$ cat config.mk
export PLATFORM = sky130hd
export DESIGN_NAME = sw_debounce_sync_flat
export DESIGN_NICKNAME = d
export VERILOG_FILES = /design/src/rtl/sw_debounce_sync_if.sv /design/src/rtl/sw_debounce_sync.sv /design/src/flat_wrapper.sv
export SDC_FILE = /design/constraint.sdc
export NUM_CORES = 1
export LEC_CHECK = 0
export CORE_MARGIN = 2
export CORE_UTILIZATION = 30
export CTS_BUF_LIST = sky130_fd_sc_hd__clkbuf_4 sky130_fd_sc_hd__clkbuf_8 sky130_fd_sc_hd__clkbuf_16
export DETAILED_ROUTE_END_ITERATION = 7
export SYNTH_ARGS = -nofsm -noshare
export SYNTH_HDL_FRONTEND = slang
export SYNTH_SLANG_ARGS = --single-unit
$ cat constraint.sdc
create_clock -name CLOCK_50 -period 4.3 [get_ports CLOCK_50]
set_input_delay 0.43 -clock CLOCK_50 [delete_from_list [all_inputs] [get_ports CLOCK_50]]
set_output_delay 0.43 -clock CLOCK_50 [all_outputs]
set_load 0.02 [all_outputs]
$ cat src/rtl/sw_debounce_sync_if.sv
// Switch-side bundle for sw_debounce_sync: raw switches in, debounced levels, edge pulses
// and the latch-clock edge count out.
interface sw_debounce_sync_if;
    logic [1:0] SW;
    logic [1:0] DB;
    logic [1:0] RISE;
    logic [1:0] FALL;
    logic [7:0] EDGE_CNT;

    modport master (
        output SW,
        input  DB,
        input  RISE,
        input  FALL,
        input  EDGE_CNT
    );

    modport slave (
        input  SW,
        output DB,
        output RISE,
        output FALL,
        output EDGE_CNT
    );
endinterface

$ cat src/rtl/sw_debounce_sync.sv
// Two-channel slide-switch conditioner: 2-flop synchronizer, per-channel stability-window
// debouncer with registered rise/fall pulses, and a wrapping count of channel-1 rises.
module sw_debounce_sync #(
    parameter int unsigned CNT_MAX = 500000
) (
    input logic               CLOCK_50,
    input logic               Resetn,
    sw_debounce_sync_if.slave bus
);

    localparam int unsigned     CntW    = $clog2(CNT_MAX);
    localparam logic [CntW-1:0] CntLast = CntW'(CNT_MAX - 1);

    logic [1:0] meta_q;
    logic [1:0] sync_q;
    logic [1:0] db_v;
    logic [1:0] rise_v;
    logic [1:0] fall_v;
    logic [7:0] edge_cnt_q;

    always_ff @(posedge CLOCK_50 or negedge Resetn) begin
        if (!Resetn) begin
            meta_q <= '0;
            sync_q <= '0;
        end else begin
            meta_q <= bus.SW;
            sync_q <= meta_q;
        end
    end

    for (genvar i = 0; i < 2; i++) begin : g_ch
        logic [CntW-1:0] cnt_q;
        logic [CntW-1:0] cnt_d;
        logic            db_q;
        logic            db_d;
        logic            rise_q;
        logic            rise_d;
        logic            fall_q;
        logic            fall_d;

        // Any cycle where the synchronized level agrees with DB restarts the window.
        always_comb begin
            cnt_d  = cnt_q;
            db_d   = db_q;
            rise_d = 1'b0;
            fall_d = 1'b0;
            if (sync_q[i] == db_q) begin
                cnt_d = '0;
            end else if (cnt_q == CntLast) begin
                cnt_d  = '0;
                db_d   = sync_q[i];
                rise_d = sync_q[i];
                fall_d = ~sync_q[i];
            end else begin
                cnt_d = cnt_q + CntW'(1);
            end
        end

        always_ff @(posedge CLOCK_50 or negedge Resetn) begin
            if (!Resetn) begin
                cnt_q  <= '0;
                db_q   <= 1'b0;
                rise_q <= 1'b0;
                fall_q <= 1'b0;
            end else begin
                cnt_q  <= cnt_d;
                db_q   <= db_d;
                rise_q <= rise_d;
                fall_q <= fall_d;
            end
        end

        assign db_v[i]   = db_q;
        assign rise_v[i] = rise_q;
        assign fall_v[i] = fall_q;

        no_dual_pulse: assert property (
            @(posedge CLOCK_50) disable iff (!Resetn) !(rise_q && fall_q)
        );
    end

    // Counts the cycle after each latch-clock rise; wraps silently at 255.
    always_ff @(posedge CLOCK_50 or negedge Resetn) begin
        if (!Resetn) begin
            edge_cnt_q <= '0;
        end else if (rise_v[1]) begin
            edge_cnt_q <= edge_cnt_q + 8'd1;
        end
    end

    assign bus.DB       = db_v;
    assign bus.RISE     = rise_v;
    assign bus.FALL     = fall_v;
    assign bus.EDGE_CNT = edge_cnt_q;

endmodule

$ cat src/flat_wrapper.sv
// flat-port wrapper written by rule: the top's interface ports become plain ports
module sw_debounce_sync_flat 
#(
    parameter int unsigned CNT_MAX = 500000
)
  (CLOCK_50, Resetn, bus_SW, bus_DB, bus_RISE, bus_FALL, bus_EDGE_CNT);
  sw_debounce_sync_if bus_i ();
  input logic CLOCK_50;
  input logic Resetn;
  input wire logic [$bits(bus_i.SW)-1:0] bus_SW;
  output wire logic [$bits(bus_i.DB)-1:0] bus_DB;
  output wire logic [$bits(bus_i.RISE)-1:0] bus_RISE;
  output wire logic [$bits(bus_i.FALL)-1:0] bus_FALL;
  output wire logic [$bits(bus_i.EDGE_CNT)-1:0] bus_EDGE_CNT;
  assign bus_i.SW = bus_SW;
  assign bus_DB = bus_i.DB;
  assign bus_RISE = bus_i.RISE;
  assign bus_FALL = bus_i.FALL;
  assign bus_EDGE_CNT = bus_i.EDGE_CNT;
  sw_debounce_sync #(.CNT_MAX(CNT_MAX)) u_core (.CLOCK_50(CLOCK_50), .Resetn(Resetn), .bus(bus_i));
endmodule
==> impl_metrics.json <==
{
  "status": "finished clean",
  "slowest_delay_ns": 1.02,
  "grt.total_usage": 0.1119,
  "io_pins": 18,
  "fin_crit_sh": 0.5322,
  "dp_hpwl_um": 3224,
  "synth_adder_area_share": 0.01441,
  "fin_util": 0.3549,
  "crit_path_end_kind": "flop",
  "root_buffer": "clkbuf_8",
  "drive_above_1_share": 0.08462,
  "drt-vias-per-instance": 4.890,
  "final_cell_area_mm2": 0.002945,
  "finalHoldViolations": 0,
  "first_pass_iters": 4,
  "crit_family": "compound AO/OA/AOI/OAI gates",
  "rows": 33,
  "place_area_mm2": 0.002855,
  "synth_warnings": 0,
  "powerDensity_mw_per_mm2": 293.1,
  "synth_compound_area_frac": 0.04179,
  "drc": 0,
  "fmax_mhz": 437.0,
  "dpl_worst_slack_ns": 2.005,
  "routed_wl_um": 4747,
  "vias": 1785,
  "crit_arrival_ns": 2.45,
  "tns_ns": 0,
  "ir_drop_mv": 0.1806,
  "grt.overflow.total": 0,
  "synth_xor_area_frac": 0.1177,
  "cp_num_buf_inv": 0,
  "crit_fanout": 17,
  "relSlewSlack": 0.1687,
  "core-area_mm2": 0.008299,
  "setup_ws_ns": 2.012,
  "min_path_type": "input pin to async pin",
  "cp.required_ns": 4.46,
  "post_cts_buffers": 0,
  "die_w_um": 97.19,
  "grt_first_pass_wirelength_um": 8680,
  "holdBufCountCts": 0,
  "die_h_um": 97.19,
  "insertion_delay_ns": 0.31,
  "start_util": 0.3139,
  "grt_pass1_vias": 1784,
  "synth.distinct_cells": 35,
  "cts_made_buffers": 5,
  "place_congestion": 0.8187,
  "cp-start-kind": "flop",
  "nNetsFinal": 266,
  "critical_path_class": "flop to flop",
  "period_needed_ns": 2.288,
  "place_inst": 357,
  "drtAntennaViolNets": 0,
  "power_mw": 0.8631,
  "avgRoutedWirePerCell_um": 13.01,
  "post_cts_resized": 0,
  "path_clk_slew_ns": 0.10,
  "synth.cell_area_mm2": 0.002605,
  "htreeDepth": 2,
  "power.leakage_nw": 1.200,
  "syn_to_final_growth_pct": 13.06,
  "cts_sinks": 56,
  "grt_max_degree": 57,
  "whs_ns": 0.2379,
  "synthSimpleGateAreaFrac": 0.2488,
  "grt_antenna_before_repair": 0,
  "synth_nets": 250,
  "tightest_slew_ns": 1.240,
  "stdcell_count": 365,
  "rsz0062_at_grt": "false",
  "clock-skew-final_ns": 0.01117,
  "cts_buffer_depth": 2,
  "port_buffers": 17,
  "drt_iter0_drc": 66,
  "die-area_mm2": 0.009445,
  "synth_top_family_by_area": "simple AND/OR/NAND/NOR gates",
  "diodes": 0,
  "synth_mux_area_frac": 0.01297,
  "slowest_stage": "o31ai_2",
  "nFillCells": 834,
  "ys_seq_area_frac": 0.5379,
  "syn_inst": 243,
  "syn-mean-instance-area_um2": 10.72,
  "setup_viol": 0,
  "synth_seq_cells": 56,
  "tritoncts": "done",
  "finalMaxSlewViolations": 0,
  "drv_cap": 0,
  "worstPathCellList": "ha_1 > and3_1 > nand2_1 > o31ai_2 > nor2_1"
}
==> state kept, by name, indices dropped and copies added, names as in the netlist <==
name and flops:
u_core.bus.EDGE_CNT 8, u_core.g_ch.fall_q 2, u_core.g_ch.rise_q 2, u_core.g_ch.cnt_q 38
u_core.g_ch.db_q 2, u_core.sync_q 2, u_core.meta_q 2
==> worst reg2reg max path, cell delays in order, from the launching register on <==
cell and delay (ns):
dfrtp_1 0.40, ha_1 0.24, and3_1 0.26, nand2_1 0.09
o31ai_2 1.02, nor2_1 0.13
==> routing by layer <==
metal,part of all wire,track usage,vias up,routed length (um)
li1,-,-,892,-
met1,0.52,0.1586,871,2449
met2,0.44,0.1635,14,2088
met3,0.027,0.02806,8,126
met4,0.017,0.04550,0,82
met5,0,0,-,0
==> final cells by class <==
cell class	count	area [um^2]	area share
Sequential cell	56	1401	0.4758
Multi-Input combinational cell	175	1135	0.3853
Timing Repair Buffer	19	180.2	0.06117
Clock inverter	2	13.76	0.004673
Tap cell	105	131.4	0.04461
Inverter	2	7.507	0.002549
Clock buffer	6	76.32	0.02591
==> final timing paths <==
| check | startpoint | endpoint | slack (ns) | depth (start not counted) |
|---|---|---|---|---|
| worst min-delay path | Resetn | u_core.g_ch[0].cnt_q[17]$_DFF_PN0_ | 0.24 | 2 |
| worst max-delay path | u_core.g_ch[0].cnt_q[0]$_DFF_PN0_ | u_core.g_ch[0].cnt_q[6]$_DFF_PN0_ | 2.01 | 5 |
| worst max register to register | u_core.g_ch[0].cnt_q[0]$_DFF_PN0_ | u_core.g_ch[0].cnt_q[6]$_DFF_PN0_ | 2.01 | 5 |
| worst min register to register | u_core.meta_q[0]$_DFF_PN0_ | u_core.sync_q[0]$_DFF_PN0_ | 0.36 | 0 |
| max in group asynchronous | Resetn | u_core.g_ch[1].cnt_q[10]$_DFF_PN0_ | 3.60 | 2 |
| min in group CLOCK_50 | u_core.meta_q[0]$_DFF_PN0_ | u_core.sync_q[0]$_DFF_PN0_ | 0.36 | 0 |
==> synthesized netlist by cell type <==
cell type / n / area (um^2)
o31ai_1: 3 / 22.52
or2_2: 2 / 12.51
nor4_1: 4 / 25.02
or4_1: 4 / 30.03
nor4b_1: 4 / 35.03
or3_2: 2 / 15.01
o21ai_0: 4 / 20.02
xor2_1: 16 / 140.1
and2_1: 3 / 18.77
nor3b_1: 5 / 37.54
nor2_1: 29 / 108.9
nand3_2: 1 / 10.01
o31ai_2: 1 / 12.51
and4_1: 4 / 35.03
ha_1: 3 / 37.54
nor3_1: 3 / 15.01
buf_4: 6 / 45.04
dfrtp_1: 56 / 1401
or3_1: 4 / 25.02
xnor2_1: 19 / 166.4
nor2b_1: 1 / 6.260
clkbuf_1: 3 / 11.26
inv_1: 2 / 7.510
nand3_1: 12 / 60.06
a21oi_1: 8 / 40.04
o21ai_1: 1 / 5.000
o41ai_1: 1 / 8.760
nand4_2: 1 / 12.51
or4b_2: 1 / 10.01
nand2_1: 15 / 56.30
nor4bb_1: 1 / 10.01
buf_2: 1 / 5.000
and3_1: 6 / 37.54
nand4_1: 14 / 87.58
mux2_2: 3 / 33.78
==> cell usage in the layout (no fill, tap or decap), types with 2 or more instances in the layout <==
master | synthesis | layout
dfrtp_1 | 56 | 56
nor2_1 | 29 | 29
xnor2_1 | 19 | 19
xor2_1 | 16 | 16
clkdlybuf4s50_1 | 0 | 16
nand2_1 | 15 | 15
nand4_1 | 14 | 14
nand3_1 | 12 | 12
a21oi_1 | 8 | 8
and3_1 | 6 | 6
nor3b_1 | 5 | 5
clkbuf_8 | 0 | 5
and4_1 | 4 | 4
or4_1 | 4 | 4
nor4b_1 | 4 | 4
nor4_1 | 4 | 4
o21ai_0 | 4 | 4
or3_1 | 4 | 4
o31ai_1 | 3 | 3
and2_1 | 3 | 3
nor3_1 | 3 | 3
mux2_2 | 3 | 3
ha_1 | 3 | 3
or2_2 | 2 | 2
inv_1 | 2 | 2
or3_2 | 2 | 2
buf_4 | 6 | 2
==> cell families after synthesis <==
kind of cell               Yosys count
xor gates and xnor gates            35
muxes                                3
buffers and inverters               12
DFF                                 56
adders and majority gates            3
and+or+nand+nor                    116
AOI/OAI and AO/OA                   18
==> report_power, final <==
part	switching [mW]	internal, mW
logic	0.0198	0.00838
registers	0.00643	0.533
clock network	0.173	0.123
Power figures use the tool's default switching activity.
